<file path="src/rtl/pwm_pkg.sv">
// rtl/pwm_pkg.sv - shared state encoding and defaults for the PWM gate controller
package pwm_pkg;

    localparam int DT_WIDTH_DEF   = 8;
    localparam int TOFF_WIDTH_DEF = 16;
    localparam int STATE_W        = 3;
    localparam int MIN_DEAD_TIME  = 1;

    localparam logic [STATE_W-1:0] ST_IDLE  = 3'd0;
    localparam logic [STATE_W-1:0] ST_DT_R  = 3'd1;
    localparam logic [STATE_W-1:0] ST_HS_ON = 3'd2;
    localparam logic [STATE_W-1:0] ST_DT_F  = 3'd3;
    localparam logic [STATE_W-1:0] ST_LS_ON = 3'd4;

    typedef enum logic [STATE_W-1:0] {
        IDLE  = ST_IDLE,
        DT_R  = ST_DT_R,
        HS_ON = ST_HS_ON,
        DT_F  = ST_DT_F,
        LS_ON = ST_LS_ON
    } state_t;

endpackage

</file>
<file path="src/rtl/pwm_gate_ctrl_if.sv">
// rtl/pwm_gate_ctrl_if.sv - control inputs and gate outputs of pwm_gate_ctrl
// zcd exists only when PWM_GATE_ZCD_EN is defined.
interface pwm_gate_ctrl_if
    import pwm_pkg::*;
#(
    parameter int DT_WIDTH   = DT_WIDTH_DEF,
    parameter int TOFF_WIDTH = TOFF_WIDTH_DEF
) ();

    logic                  en;
    logic                  set;
    logic                  reset_pwm;
    logic [DT_WIDTH-1:0]   dead_time;
    logic [TOFF_WIDTH-1:0] min_toff;
`ifdef PWM_GATE_ZCD_EN
    logic                  zcd;
`endif
    logic                  hs_gate;
    logic                  ls_gate;
    logic                  cycle_done;
    logic [STATE_W-1:0]    state;

    modport master (
`ifdef PWM_GATE_ZCD_EN
        output zcd,
`endif
        output en, set, reset_pwm, dead_time, min_toff,
        input  hs_gate, ls_gate, cycle_done, state
    );

    modport slave (
`ifdef PWM_GATE_ZCD_EN
        input  zcd,
`endif
        input  en, set, reset_pwm, dead_time, min_toff,
        output hs_gate, ls_gate, cycle_done, state
    );

endinterface

</file>
<file path="src/rtl/pwm_cnt_dn.sv">
// rtl/pwm_cnt_dn.sv - loadable down-counter that stops at zero
module pwm_cnt_dn #(
    parameter int WIDTH = 8
) (
    input  logic             clk,
    input  logic             rst_n,
    input  logic             load,
    input  logic [WIDTH-1:0] load_val,
    output logic             zero
);

    logic [WIDTH-1:0] count;

    always_ff @(posedge clk or negedge rst_n) begin
        if (!rst_n) begin
            count <= '0;
        end else if (load) begin
            count <= load_val;
        end else if (count != '0) begin
            count <= count - WIDTH'(1);
        end
    end

    assign zero = (count == '0);

endmodule

</file>
<file path="src/rtl/pwm_gate_ctrl.sv">
// rtl/pwm_gate_ctrl.sv - complementary HS/LS gate drive with dead time and minimum off-time
// Define PWM_GATE_ZCD_EN to add zero-current-detect exit from LS_ON (diode emulation).
module pwm_gate_ctrl
    import pwm_pkg::*;
#(
    parameter int DT_WIDTH   = DT_WIDTH_DEF,
    parameter int TOFF_WIDTH = TOFF_WIDTH_DEF
) (
    input  logic           clk,
    input  logic           rst_n,
    pwm_gate_ctrl_if.slave bus
);

    state_t state_q, state_d;
    logic   set_d, set_edge, set_pend, rst_pend;
    logic   hs_q, ls_q, done_q, done_d;
    logic   dt_zero, off_zero, dt_load_en, off_load_en;
    logic [DT_WIDTH-1:0]   dt_load;
    logic [TOFF_WIDTH-1:0] toff_load;

    assign set_edge = bus.set & ~set_d;

    // Counters hold the cycles remaining after the current one, so a zero
    // flag at the edge means the programmed count has just been served.
    assign dt_load   = (bus.dead_time > DT_WIDTH'(MIN_DEAD_TIME)) ?
                       bus.dead_time - DT_WIDTH'(1) : DT_WIDTH'(MIN_DEAD_TIME - 1);
    assign toff_load = (bus.min_toff != '0) ? bus.min_toff - TOFF_WIDTH'(1) : '0;

    assign dt_load_en  = ((state_d == DT_R) && (state_q != DT_R)) ||
                         ((state_d == DT_F) && (state_q != DT_F));
    assign off_load_en = (state_d == LS_ON) && (state_q != LS_ON);

    pwm_cnt_dn #(.WIDTH(DT_WIDTH)) u_dt_cnt (
        .clk      (clk),
        .rst_n    (rst_n),
        .load     (dt_load_en),
        .load_val (dt_load),
        .zero     (dt_zero)
    );

    pwm_cnt_dn #(.WIDTH(TOFF_WIDTH)) u_off_cnt (
        .clk      (clk),
        .rst_n    (rst_n),
        .load     (off_load_en),
        .load_val (toff_load),
        .zero     (off_zero)
    );

    always_comb begin
        state_d = state_q;
        done_d  = 1'b0;
        if (!bus.en) begin
            state_d = IDLE;
        end else begin
            case (state_q)
                IDLE:  if (set_edge) state_d = DT_R;
                DT_R:  if (dt_zero) state_d = HS_ON;
                HS_ON: if (bus.reset_pwm || rst_pend) state_d = DT_F;
                DT_F:  if (dt_zero) state_d = LS_ON;
                LS_ON: begin
                    if (off_zero && (set_pend || set_edge)) begin
                        state_d = DT_R;
                        done_d  = 1'b1;
                    end
`ifdef PWM_GATE_ZCD_EN
                    else if (off_zero && bus.zcd) begin
                        state_d = IDLE;
                        done_d  = 1'b1;
                    end
`endif
                end
                default: state_d = IDLE;
            endcase
        end
    end

    always_ff @(posedge clk or negedge rst_n) begin
        if (!rst_n) begin
            state_q  <= IDLE;
            hs_q     <= 1'b0;
            ls_q     <= 1'b0;
            done_q   <= 1'b0;
            set_d    <= 1'b0;
            set_pend <= 1'b0;
            rst_pend <= 1'b0;
        end else begin
            state_q <= state_d;
            hs_q    <= (state_d == HS_ON);
            ls_q    <= (state_d == LS_ON);
            done_q  <= done_d;
            set_d   <= bus.set;
            if (!bus.en) begin
                set_pend <= 1'b0;
                rst_pend <= 1'b0;
            end else begin
                if ((state_q == DT_R) && bus.reset_pwm) begin
                    rst_pend <= 1'b1;
                end else if ((state_q == HS_ON) && (state_d != HS_ON)) begin
                    rst_pend <= 1'b0;
                end
                // Only one set edge is remembered during blanking.
                if (state_q == LS_ON) begin
                    if (state_d != LS_ON) begin
                        set_pend <= 1'b0;
                    end else if (!off_zero && set_edge) begin
                        set_pend <= 1'b1;
                    end
                end
            end
        end
    end

    assign bus.hs_gate    = hs_q;
    assign bus.ls_gate    = ls_q;
    assign bus.cycle_done = done_q;
    assign bus.state      = state_q;

endmodule
</file>
<file path="src/flat_wrapper.sv">
// flat-port wrapper written by rule: the top's interface ports become plain ports
module pwm_gate_ctrl_flat import pwm_pkg::*;
#(
    parameter int DT_WIDTH   = DT_WIDTH_DEF,
    parameter int TOFF_WIDTH = TOFF_WIDTH_DEF
)
  (clk, rst_n, bus_en, bus_set, bus_reset_pwm, bus_dead_time, bus_min_toff, bus_hs_gate, bus_ls_gate, bus_cycle_done, bus_state);
  pwm_gate_ctrl_if #(.DT_WIDTH(DT_WIDTH), .TOFF_WIDTH(TOFF_WIDTH)) bus_i ();
  input  logic clk;
  input  logic rst_n;
  input wire logic [$bits(bus_i.en)-1:0] bus_en;
  input wire logic [$bits(bus_i.set)-1:0] bus_set;
  input wire logic [$bits(bus_i.reset_pwm)-1:0] bus_reset_pwm;
  input wire logic [$bits(bus_i.dead_time)-1:0] bus_dead_time;
  input wire logic [$bits(bus_i.min_toff)-1:0] bus_min_toff;
  output wire logic [$bits(bus_i.hs_gate)-1:0] bus_hs_gate;
  output wire logic [$bits(bus_i.ls_gate)-1:0] bus_ls_gate;
  output wire logic [$bits(bus_i.cycle_done)-1:0] bus_cycle_done;
  output wire logic [$bits(bus_i.state)-1:0] bus_state;
  assign bus_i.en = bus_en;
  assign bus_i.set = bus_set;
  assign bus_i.reset_pwm = bus_reset_pwm;
  assign bus_i.dead_time = bus_dead_time;
  assign bus_i.min_toff = bus_min_toff;
  assign bus_hs_gate = bus_i.hs_gate;
  assign bus_ls_gate = bus_i.ls_gate;
  assign bus_cycle_done = bus_i.cycle_done;
  assign bus_state = bus_i.state;
  pwm_gate_ctrl #(.DT_WIDTH(DT_WIDTH), .TOFF_WIDTH(TOFF_WIDTH)) u_core (.clk(clk), .rst_n(rst_n), .bus(bus_i));
endmodule
</file>
<file path="config.mk">
export PLATFORM = sky130hd
export DESIGN_NAME = pwm_gate_ctrl_flat
export DESIGN_NICKNAME = d
export VERILOG_FILES = /design/src/rtl/pwm_pkg.sv /design/src/rtl/pwm_gate_ctrl_if.sv /design/src/rtl/pwm_cnt_dn.sv /design/src/rtl/pwm_gate_ctrl.sv /design/src/flat_wrapper.sv
export SDC_FILE = /design/constraint.sdc
export NUM_CORES = 1
export LEC_CHECK = 0
export ABC_CLOCK_PERIOD_IN_PS = 2000
export BUFFER_PORTS_ARGS = -buffer_cell sky130_fd_sc_hd__buf_2
export CORE_MARGIN = 2
export CORE_UTILIZATION = 51
export CTS_CLUSTER_DIAMETER = 200
export DETAILED_ROUTE_END_ITERATION = 7
export GPL_TIMING_DRIVEN = 0
export PLACE_DENSITY = 0.76
export SLEW_MARGIN = 40
export SYNTH_ARGS = -nofsm -noshare
export SYNTH_HDL_FRONTEND = slang
export SYNTH_SLANG_ARGS = --single-unit
</file>
<file path="constraint.sdc">
create_clock -name clk -period 2 [get_ports clk]
set_input_delay 0.3 -clock clk [delete_from_list [all_inputs] [get_ports clk]]
set_output_delay 0.3 -clock clk [all_outputs]
set_load 0.01 [all_outputs]
</file>
Word level (Yosys, flattened, before mapping)
Cells that the tools add are included.
{"block": "word_totals", "output_inout_bits": 6, "input_bits": 29, "ff_bits": 33, "elab_cells": 75}
{"block": "classes", "n_reduce_logical": 20, "n_eq_ne": 16, "mux": 23, "magnitude_cmp": 1, "addsub": 4, "bitwise_logic": 2}
{"cell": "$mux W16", "n": 3}
{"cell": "$reduce_bool A16 Y1", "n": 2}
{"cell": "$sub A16 B1 Y16 const B", "n": 2}
{"cell": "$mux W8", "n": 3}
{"cell": "$mux W3", "n": 6}
{"cell": "$logic_not A16 Y1", "n": 1}
{"cell": "$sub A8 B1 Y8 const B", "n": 2}
{"cell": "$pmux W3 S5", "n": 1}
{"cell": "$eq A3 B2 Y1 const B", "n": 4}
{"cell": "$mux W1", "n": 10}
{"cell": "$ne A3 B1 Y1 const B", "n": 3}
{"cell": "$gt A8 B1 Y1 const B", "n": 1}
{"cell": "$logic_not A8 Y1", "n": 1}
{"cell": "$reduce_bool A8 Y1", "n": 1}
{"cell": "$logic_and A1 B1 Y1", "n": 7}
{"cell": "$eq A3 B1 Y1 const B", "n": 2}
{"cell": "$eq A3 B3 Y1 const B", "n": 2}
{"cell": "$ne A3 B2 Y1 const B", "n": 2}
{"cell": "$ne A3 B3 Y1 const B", "n": 2}
{"cell": "$reduce_bool A2 Y1", "n": 2}
{"cell": "$logic_not A3 Y1", "n": 1}
{"cell": "$logic_or A1 B1 Y1", "n": 3}
{"cell": "$ne A2 B1 Y1 const B", "n": 1}
{"cell": "$reduce_and A2 Y1", "n": 1}
{"cell": "3 further kinds", "n": 3}

Logic depth before layout (Yosys ltp)
Gate-level depths: netlist of the first run.
{"block": "depth", "ltp_word": 12, "mapped_depth": 8, "mapped_depth_nobuf": 7}

By module
A second synthesis of the first run with hierarchy kept.
{"block": "unflattened", "hier_cells": 287, "hier_area_um2": 2444.8}
{"module": "pwm_cnt_dn (u_core.u_off_cnt)", "cells_per_inst": 104, "seq_area_each_um2": 400.4, "instances": 1, "area_each_um2": 1006.0}
{"module": "pwm_gate_ctrl", "cells_per_inst": 129, "seq_area_each_um2": 225.2, "instances": 1, "area_each_um2": 962.2}
{"module": "pwm_cnt_dn (u_core.u_dt_cnt)", "cells_per_inst": 54, "seq_area_each_um2": 200.2, "instances": 1, "area_each_um2": 476.7}

Worst setup path before layout of the first run
Ideal clock, no wire load.
{"block": "synth_timing", "path_type": "reg2reg", "start": "reg u_core.u_dt_cnt.count[0]", "end": "reg u_core.u_off_cnt.count[11]", "path_slack_ns": -0.121, "period_less_slack_ns": 2.121, "path_buffers": 1, "stages_incl_launch_ff": 9, "t_arrival_ns": 1.963, "required_ns": 1.842, "setup_time_ns": 0.158, "path_cell_list": "dfrtp_1 inv_1 ha_1 nor4b_2 and4_1 nand3_1 clkbuf_1 nand2_1 o22ai_1"}
{"block": "synth_via", "elab_chain_cells": 7, "word_cells_on_any_way": 9, "cone_classes": "eq/ne (1); mux (5); reduce/logical (3)"}
{"element": "start: declaration", "line": "pwm_cnt_dn.sv:12", "rtl": "logic [WIDTH-1:0] count;"}
{"element": "start signal: assignment", "line": "pwm_cnt_dn.sv:18", "rtl": "count <= load_val;"}
{"element": "start signal: assignment", "line": "pwm_cnt_dn.sv:20", "rtl": "count <= count - WIDTH'(1);"}
{"element": "$logic_not A8 Y1 *", "line": "pwm_cnt_dn.sv:24", "rtl": "assign zero = (count == '0);"}
{"element": "$mux W3, on equally long branches", "line": "pwm_gate_ctrl.sv:59, pwm_gate_ctrl.sv:57"}
{"element": "$pmux W3 S5 *", "line": "pwm_gate_ctrl.sv:55", "rtl": "case (state_q)"}
{"element": "$mux W3 *", "line": "pwm_gate_ctrl.sv:52", "rtl": "if (!bus.en) begin"}
{"element": "$eq A3 B3 Y1 *", "line": "pwm_gate_ctrl.sv:31", "rtl": "assign off_load_en = (state_d == LS_ON) && (state_q != LS_ON);"}
{"element": "$logic_and A1 B1 Y1 *", "line": "pwm_gate_ctrl.sv:31"}
{"element": "$mux W16 / $reduce_bool A2 Y1 (equally long branches)"}
{"element": "end signal: assignment", "line": "pwm_cnt_dn.sv:18"}
{"element": "end signal: assignment", "line": "pwm_cnt_dn.sv:20"}
{"element": "end: declaration", "line": "pwm_cnt_dn.sv:12"}
Every way passes the cells marked *; elsewhere a longest branch is shown, timed or not.
A chain may end at the register's enable or synchronous reset.

Final worst setup path of the first run
{"block": "layout_timing", "start": "reg u_core.u_off_cnt.count[7]", "end": "reg u_core.u_off_cnt.count[13]"}
{"block": "layout_via", "elab_chain_cells": 8, "word_cells_on_any_way": 12, "cone_classes": "add/sub (1); eq/ne (1); mux (5); reduce/logical (5)"}
{"element": "$logic_not A16 Y1", "line": "pwm_cnt_dn.sv:24"}
{"element": "$logic_and A1 B1 Y1", "line": "pwm_gate_ctrl.sv:61", "rtl": "if (off_zero && (set_pend || set_edge)) begin"}
{"element": "$mux W3", "line": "pwm_gate_ctrl.sv:61"}
{"element": "$pmux W3 S5", "line": "pwm_gate_ctrl.sv:55"}
{"element": "$mux W3", "line": "pwm_gate_ctrl.sv:52"}
{"element": "$eq A3 B3 Y1", "line": "pwm_gate_ctrl.sv:31"}
{"element": "$logic_and A1 B1 Y1", "line": "pwm_gate_ctrl.sv:31"}
{"element": "$mux W16 / $reduce_bool A2 Y1 (equally long branches)"}
Several ways; a longest one is shown, not always the timed one. The select of a mux whose other input is x is not followed.

==> results of run 1 <==
## layer usage
metal  up-vias  share of wire
met5         -              0
met4         0          0.011
met3         6          0.050
met2        56           0.51
met1       996           0.43
li1       1032              -
## sequential cells by signal, summed over array words and instances (netlist names)
register	cells
u_core.set_d	1
u_core.bus.cycle_done	1
u_core.u_off_cnt.count	16
u_core.set_pend	1
u_core.bus.hs_gate	1
u_core.bus.state	3
u_core.rst_pend	1
u_core.bus.ls_gate	1
u_core.u_dt_cnt.count	8
## worst max-delay path, stage by stage, from the launching register on
cell and delay [ns]:
dfrtp_2 0.45, or4_4 0.55, or4_4 0.54, nor3_2 0.16
a21oi_1 0.06, mux2i_1 0.14
## cell usage after synthesis, types with 3 or more instances
library cell	count
nand3_1	8
nor3_1	18
xnor2_1	14
nand2_1	21
or3_1	3
nor2_1	30
inv_1	9
mux2_2	5
mux2i_1	15
o21ai_0	12
nor2b_1	4
nand2b_1	3
ha_1	6
a21oi_1	14
xor2_1	11
o22ai_1	8
dfrtp_1	33
nor4_1	9
## cell usage in the layout (no fill, tap or decap), types with 2 or more instances in the layout
master / count
o21ai_0: 11
or4_4: 3
inv_1: 7
nor3_2: 2
dfrtp_1: 29
xor2_1: 11
nand2b_1: 3
ha_1: 5
nand2_1: 19
nor3b_4: 2
nor4_2: 2
nor4_4: 2
a21oi_1: 12
buf_2: 34
nand2_4: 2
inv_2: 2
o22ai_1: 8
nor3_1: 17
nor2b_1: 4
mux2i_1: 15
nor4_1: 6
buf_4: 16
nor2_1: 30
mux2_2: 5
dfrtp_2: 4
or3_1: 3
and2_1: 2
xnor2_1: 14
clkbuf_8: 7
nand3_1: 7
## repair_timing
| item | CTS | global route |
|---|---|---|
| setup buffers | 10 | 6 |
| gates cloned | 0 | 1 |
| gates resized for setup | 23 | 13 |
| setup endpoints to repair | 28 | 19 |
| hold endpoints to repair | 0 | 0 |
| pin swaps | 3 | 7 |
## power by group through the flow
| stage | sequential [W] | combinational (W) | clock [W] |
|---|---|---|---|
| 6_report | 0.000921 | 0.000628 | 0.000569 |
| 5_1_grt | 0.000942 | 0.000711 | 0.000607 |
| 4_1_cts | 0.000916 | 0.000577 | 0.000580 |
| 3_5_place_dp | 0.000914 | 0.000512 | 0 |
| 3_3_place_gp | 0.000907 | 0.000492 | 0 |
| 2_1_floorplan | 0.000891 | 0.000385 | 0 |
## per-stage QoR
stage | cell area, um^2 | utilization | setup slack, ns
detailed placement | 2510 | 0.584 | -0.445
CTS | 2800 | 0.652 | -0.0171
global placement | 2500 | 0.583 | -0.638
global route | 2910 | 0.678 | -0.0549
finish | 2910 | 0.678 | 0.0282
floorplan | 2270 | - | 0.00241
## logic make-up (layout without fill, tap and decap cells)
logic type,after synthesis,after routing
compound gates,43,43
xor+xnor,25,25
fa+ha+maj,6,6
buf+inv,12,70
flops,33,33
mux,21,21
simple gates,115,115
## worst min-delay path by stage
stage	from	to	slack, ns	depth (start not counted)
6_report	rst_n	u_core.u_dt_cnt.count[0]	0.07	1
5_1_grt	bus_set	u_core.set_d	0.11	1
4_1_cts	rst_n	u_core.u_dt_cnt.count[1]	0.09	1
3_5_place_dp	rst_n	u_core.u_dt_cnt.count[1]	0.40	1
3_3_place_gp	rst_n	u_core.u_dt_cnt.count[0]	0.40	1
2_1_floorplan	rst_n	u_core.bus.cycle_done	0.004	0
## cell type report
cell class	count	area, um^2	area share
inverters	9	33.8	0.0116
repair buffers	51	315	0.108
clock buffers	7	96.3	0.0331
flip-flops and latches	33	831	0.285
plain buffers	2	18.8	0.00645
clock inverters	1	5.00	0.00172
well taps	52	65.1	0.0224
multi-input cells	210	1550	0.531
==> qor.txt, run 1 <==
CP Max Fanout - 5
Synth top area share - 0.366
Area contributors post-synth - dfrtp_1, mux2i_1, xnor2_1
CTS sink count - 33
Starting Density - 0.525
Pleak - 1.28 nW
fin. max-slew vios - 0
critical path startpoint category - flip-flop
Final min period - 1.97 ns
Switching Share - 0.324
Peak VDD IR - 0.733 mV
drt initial violations - 134
Syn Nets - 290
largest family of logic cells by synthesized area - simple AND/OR/NAND/NOR gates
Remaining DRCs - 0
P_int - 0.00143 W
Critical R2R Capture - u_core.u_off_cnt.count[13]
hold buffer count at CTS - 0
max_cap viols - 0
GR peak layer - met2
Core Area - 4290 um^2
CTS Buf Count - 5
Worst-Margin Slew - 0.742 ns
Detailed Place HPWL - 3740 um
GRT Residual Overflow - 0
Layout area overhead - 29.0%
chip height - 70.5 um
clock root cell - clkbuf_8
clk buf depth - 2
CP required - 2.22 ns
adder-cell share of the synthesized area - 0.0333
Antenna diodes - 0
global-route wire length before repair - 9130 um
post-synthesis compound-gate area fraction - 0.111
Avg Inst Size Synth - 8.85 um^2
skew final - 0.00502 ns
Power Total - 0.00212 W
Detail Route Antenna Nets - 0
Cells after DPL - 341
Final Setup Violations - 0
die area - 4970 um^2
Die Wd - 70.5 um
IO Pins - 35
total power per unit cell area - 727 nW/um^2
fraction of registers with async set or reset after synthesis - 1.00
met1 Use GR - 0.300
Final Cycle Share - 0.986
crit path from - u_core.u_off_cnt.count[7]
Vias/cell - 5.73
Fin Setup TNS - 0 ns
clock group share of total power - 0.269
critical path arrival - 2.19 ns
vias in the first global route - 1995
Max Freq - 507 MHz
cell count after synthesis - 255
met3 usage - 0.0505
Cell Rows - 24
total wire length - 5460 um
Worst-path clk slew - 0.07 ns
# fillers - 338
IO buf count - 34
R2R cell count - 5
pin count of the biggest net entering global routing - 34
combinational share of power - 0.297
CP endpoint kind - flip-flop
met2 usage - 0.388
Main synth FF type - dfrtp_1
Sw Pwr - 0.000686 W
Synth area leader - dfrtp_1
synth warn - 0
number of flops mapped to enable cells by yosys - 0
critical path type - flip-flop to flip-flop
Worst Setup EP - u_core.u_off_cnt.count[13]
status - complete, no violations
post-synthesis sequential area ratio - 0.366
synthesized area - 2260 um^2
Yosys reg bits - 33
Worst R2R Start - u_core.u_off_cnt.count[7]
Hold WS - 0.0667 ns
WL/cell - 15.0 um
mux cell area share after synthesis - 0.0982
synth unique cells - 46
gpl congestion - 0.874
NumNets Final - 347
Simple-Gate Fraction of Synth Area - 0.273
layout cell share with drive strength beyond 1 - 0.310
Worst-Skew Late Latency - 0.29 ns
CTS tree - built
xor and xnor area share after synthesis - 0.0971
final hold vios - 0
Hold Path Class - input pin to async pin
Pre-antenna DRT Iters - 5
Finished Layout Cells - 365
Seq pwr share - 0.435
GRT Total Usage - 0.234
slew margin rel. - 0.506
RSZ-0062 raised after global routing - yes
vias - 2090
R2R setup slack - 0.03 ns
antenna violations before repair - 0
H-tree levels - 2
No activity file was read; power rests on OpenSTA's default activity.
==> run 2: changes to the inputs <==
Settings changed: CORE_UTILIZATION 51 to 52, SYNTH_HIERARCHICAL set to 1.
==> run 2 against run 1 <==
The run now ends with setup timing left; first-iteration DRC count up 30%; wire length rose by 19%; synthesized cell count is 13% higher; final cell count rose by 12%; clock-buffer cell count unchanged; die area is 5.9% higher; critical path depth rose by 6; power increased by 5.6%; critical endpoint is now u_core/u_dt_cnt/count[2]; highest routed layer unchanged.
==> qor.txt, run 2 <==
Pre-antenna DRT Iters - 4 (-1)
adder-cell share of the synthesized area - 0.0256 (-0.00769)
Avg Inst Size Synth - 8.52 um^2 (-3.7%)
Final min period - 2.14 ns (+0.172 ns)
Synth area leader - dfrtp_1
mux cell area share after synthesis - 0.0220 (-0.0762)
antenna violations before repair - 0 (unchanged)
Detail Route Antenna Nets - 0 (unchanged)
vias in the first global route - 2456 (+23%)
Worst-path clk slew - 0.07 ns (about the same)
Starting Density - 0.550 (+0.0248)
critical path type - flip-flop to flip-flop
Vias/cell - 5.93 (+3.6%)
cell count after synthesis - 287 (+13%)
final hold vios - 0 (unchanged)
pin count of the biggest net entering global routing - 34 (unchanged)
max_cap viols - 0 (unchanged)
commonest cells after routing, fill and taps aside - buf_2, nor2_1, dfrtp_1
status - finished, violations left
WL/cell - 15.9 um (+6.4%)
Cell Rows - 24 (unchanged)
Finished Layout Cells - 408 (+12%)
cell family with most CP delay - simple AND/OR/NAND/NOR gates
critical path startpoint category - flip-flop
Simple-Gate Fraction of Synth Area - 0.340 (+0.0669)
Layout area overhead - 35.1%
chip height - 72.6 um (+2.9%)
Main synth FF type - dfrtp_1
CP endpoint kind - flip-flop
H-tree levels - 2 (unchanged)
Synth top area share - 0.338 (-0.0283)
post-synthesis sequential area ratio - 0.338 (-0.0283)
GRT Residual Overflow - 0 (unchanged)
IO Pins - 35 (unchanged)
Worst-Margin Slew - 0.760 ns (+0.0179 ns)
CTS tree - built
synth warn - 6 (+6)
drt initial violations - 174 (+30%)
slew margin rel. - 0.489 (-0.0161)
synthesized area - 2440 um^2 (+8.4%)
post-synthesis compound-gate area fraction - 0.153 (+0.0410)
Detailed Place HPWL - 4200 um (+12%)
Final Setup Violations - 25 (+25)
critical path arrival - 2.35 ns (+0.16 ns)
Antenna diodes - 0 (unchanged)
number of flops mapped to enable cells by yosys - 0 (unchanged)
CTS Buf Count - 5 (unchanged)
clock group share of total power - 0.295 (+0.026)
Remaining DRCs - 0 (unchanged)
total power per unit cell area - 677 nW/um^2 (-6.9%)
Switching Share - 0.325 (+0.000630)
RSZ-0062 raised after global routing - yes
Yosys reg bits - 33 (unchanged)
Synth top cells by count - nor2_1, dfrtp_1, nand2_1
CP Cell Sequence - inv_2 > ha_4 > nor3b_4 > nand3_2 > nor2_4 > o21ai_2 > o31ai_2 > and4_4 > buf_6 > nand2_1 > o31ai_4
Core Area - 4440 um^2 (+3.5%)
Max Freq - 466 MHz (-8.0%)
clock root cell - clkbuf_8
CP max-delay cell - dfrtp_1
combinational share of power - 0.299 (+0.002)
Biggest register - u_core/u_off_cnt/count
xor and xnor area share after synthesis - 0.0824 (-0.0147)
Pleak - 1.39 nW (+8.9%)
Cells after DPL - 373 (+9.4%)
Sw Pwr - 0.000726 W (+5.8%)
gpl congestion - 0.903 (+3.4%)
max reg flops - 16 (unchanged)
Seq pwr share - 0.406 (-0.029)
Die Wd - 72.6 um (+2.9%)
P_int - 0.00151 W (+5.5%)
Syn Nets - 321 (+11%)
vias - 2420 (+16%)
CTS sink count - 33 (unchanged)
clk buf depth - 2 (unchanged)
GRT Total Usage - 0.264 (+0.0299)
layout cell share with drive strength beyond 1 - 0.346 (+0.0356)
skew final - 0.00745 ns (+0.00243 ns)
Hold Path Class - input pin to flip-flop
largest family of logic cells by synthesized area - simple AND/OR/NAND/NOR gates
Final Cycle Share - 1.07 (+0.0860)
CP required - 2.20 ns (-0.02 ns)
total wire length - 6490 um (+19%)
fin. max-slew vios - 0 (unchanged)
peak per-stage delay on the critical path - 0.39 ns (-0.16 ns)
most common cell in the synthesized netlist - nor2_1
WP buf/inv - 2 (+2)
Final Cell Area - 3300 um^2 (+13%)
fraction of registers with async set or reset after synthesis - 1.00 (unchanged)
Peak VDD IR - 0.777 mV (+6.0%)
global-route wire length before repair - 10900 um (+19%)
CP Max Fanout - 5 (unchanged)
die area - 5270 um^2 (+5.9%)
Area contributors post-synth - dfrtp_1, xnor2_1, nor2_1
failing checks - setup timing
fin worst setup slack - -0.144 ns (-0.172 ns)
NumNets Final - 389 (+12%)
synth unique cells - 53 (+15%)
post-placement cell area - 2740 um^2 (+9.0%)
Worst-Skew Late Latency - 0.29 ns (about the same)
pre-CTS setup slack - -0.628 ns (-0.183 ns)
IO buf count - 34 (unchanged)
-- run 2: cell types whose count changed after synthesis, moves of 5 or more --
cell / before / now
inv_1: 9 / 14
mux2i_1: 15 / 2
nand2_1: 21 / 28
nand2b_1: 3 / 11
nor2_1: 30 / 37
nor3_1: 18 / 12
nor3b_1: 1 / 6
o211a_1: 0 / 6
o22ai_1: 8 / 1
o31ai_1: 0 / 7
-- run 2: power groups by stage --
| stage | sequential (W) | combinational (W) | clock (W) |
|---|---|---|---|
| after floorplan | 0.000883 | 0.000369 | 0 |
| after global placement | 0.000910 | 0.000483 | 0 |
| after detailed placement | 0.000913 | 0.000498 | 0 |
| after CTS | 0.000897 | 0.000619 | 0.000665 |
| after global routing | 0.000926 | 0.000730 | 0.000706 |
| final | 0.000908 | 0.000669 | 0.000660 |
-- run 2: metrics by stage --
stage               hold slack [ns]  setup TNS (ns)  total power [W]  utilization
floorplan                   0.00441           -2.53          0.00125            -
global placement              0.411           -8.79          0.00139        0.616
detailed placement            0.409           -9.51          0.00141        0.616
CTS                          0.0994           -2.50          0.00218        0.726
global route                  0.122           -4.61          0.00236        0.743
finish                        0.130           -1.97          0.00224        0.743
-- run 2: per-layer routing --
layer,global-route usage,part of all wire,routed length [um]
met1,0.296,0.41,2660
met5,0,0,0
met3,0.0594,0.040,258
met2,0.470,0.52,3360
met4,0.128,0.033,212
-- run 2: final timing paths --
kind | startpoint | endpoint | slack (ns) | depth (start not counted)
min in group asynchronous | rst_n | u_core/u_off_cnt/count[9] | 0.50 | 2
worst min register to register | u_core/set_pend | u_core/set_pend | 0.55 | 2
worst min-delay path | bus_set | u_core/set_d | 0.13 | 1
max in group asynchronous | rst_n | u_core/u_dt_cnt/count[4] | 1.18 | 2
worst max-delay path | u_core/u_off_cnt/count[1] | u_core/u_dt_cnt/count[2] | -0.14 | 11
worst max register to register | u_core/u_off_cnt/count[1] | u_core/u_dt_cnt/count[2] | -0.14 | 11
-- run 2: area by class of cell --
type | count | area (um^2)
tap | 52 | 65.1
timing repair buffer | 62 | 428
fill | 323 | 1140
clock buffer | 7 | 86.3
buffer | 8 | 93.8
inverter | 14 | 55.1
clock inverter | 1 | 30.0
sequential | 33 | 827
multi-input combinational | 231 | 1720
-- run 2: timing repair --
action / CTS / global route
gates resized for setup: 41 / 14
buffers inserted: 20 / 4
setup endpoints to repair: 28 / 25
hold endpoints to repair: 0 / 33
pin swaps: 16 / 4
gates cloned: 3 / 0
hold buffers: 0 / 1
-- run 2: worst register-to-register path: cells and delay by family, from the launching register on --
family          cells  cell delay (ns)
flops               1             0.39
compound gates      3             0.36
fa+ha+maj           1             0.13
simple gates        5             0.93
buf+inv             2             0.23
-- run 2: cells by family after synthesis --
logic type      count (synthesis)
compound gates                 53
simple gates                  145
buf+inv                        23
mux                             5
xor+xnor                       23
flops                          33
fa+ha+maj                       5
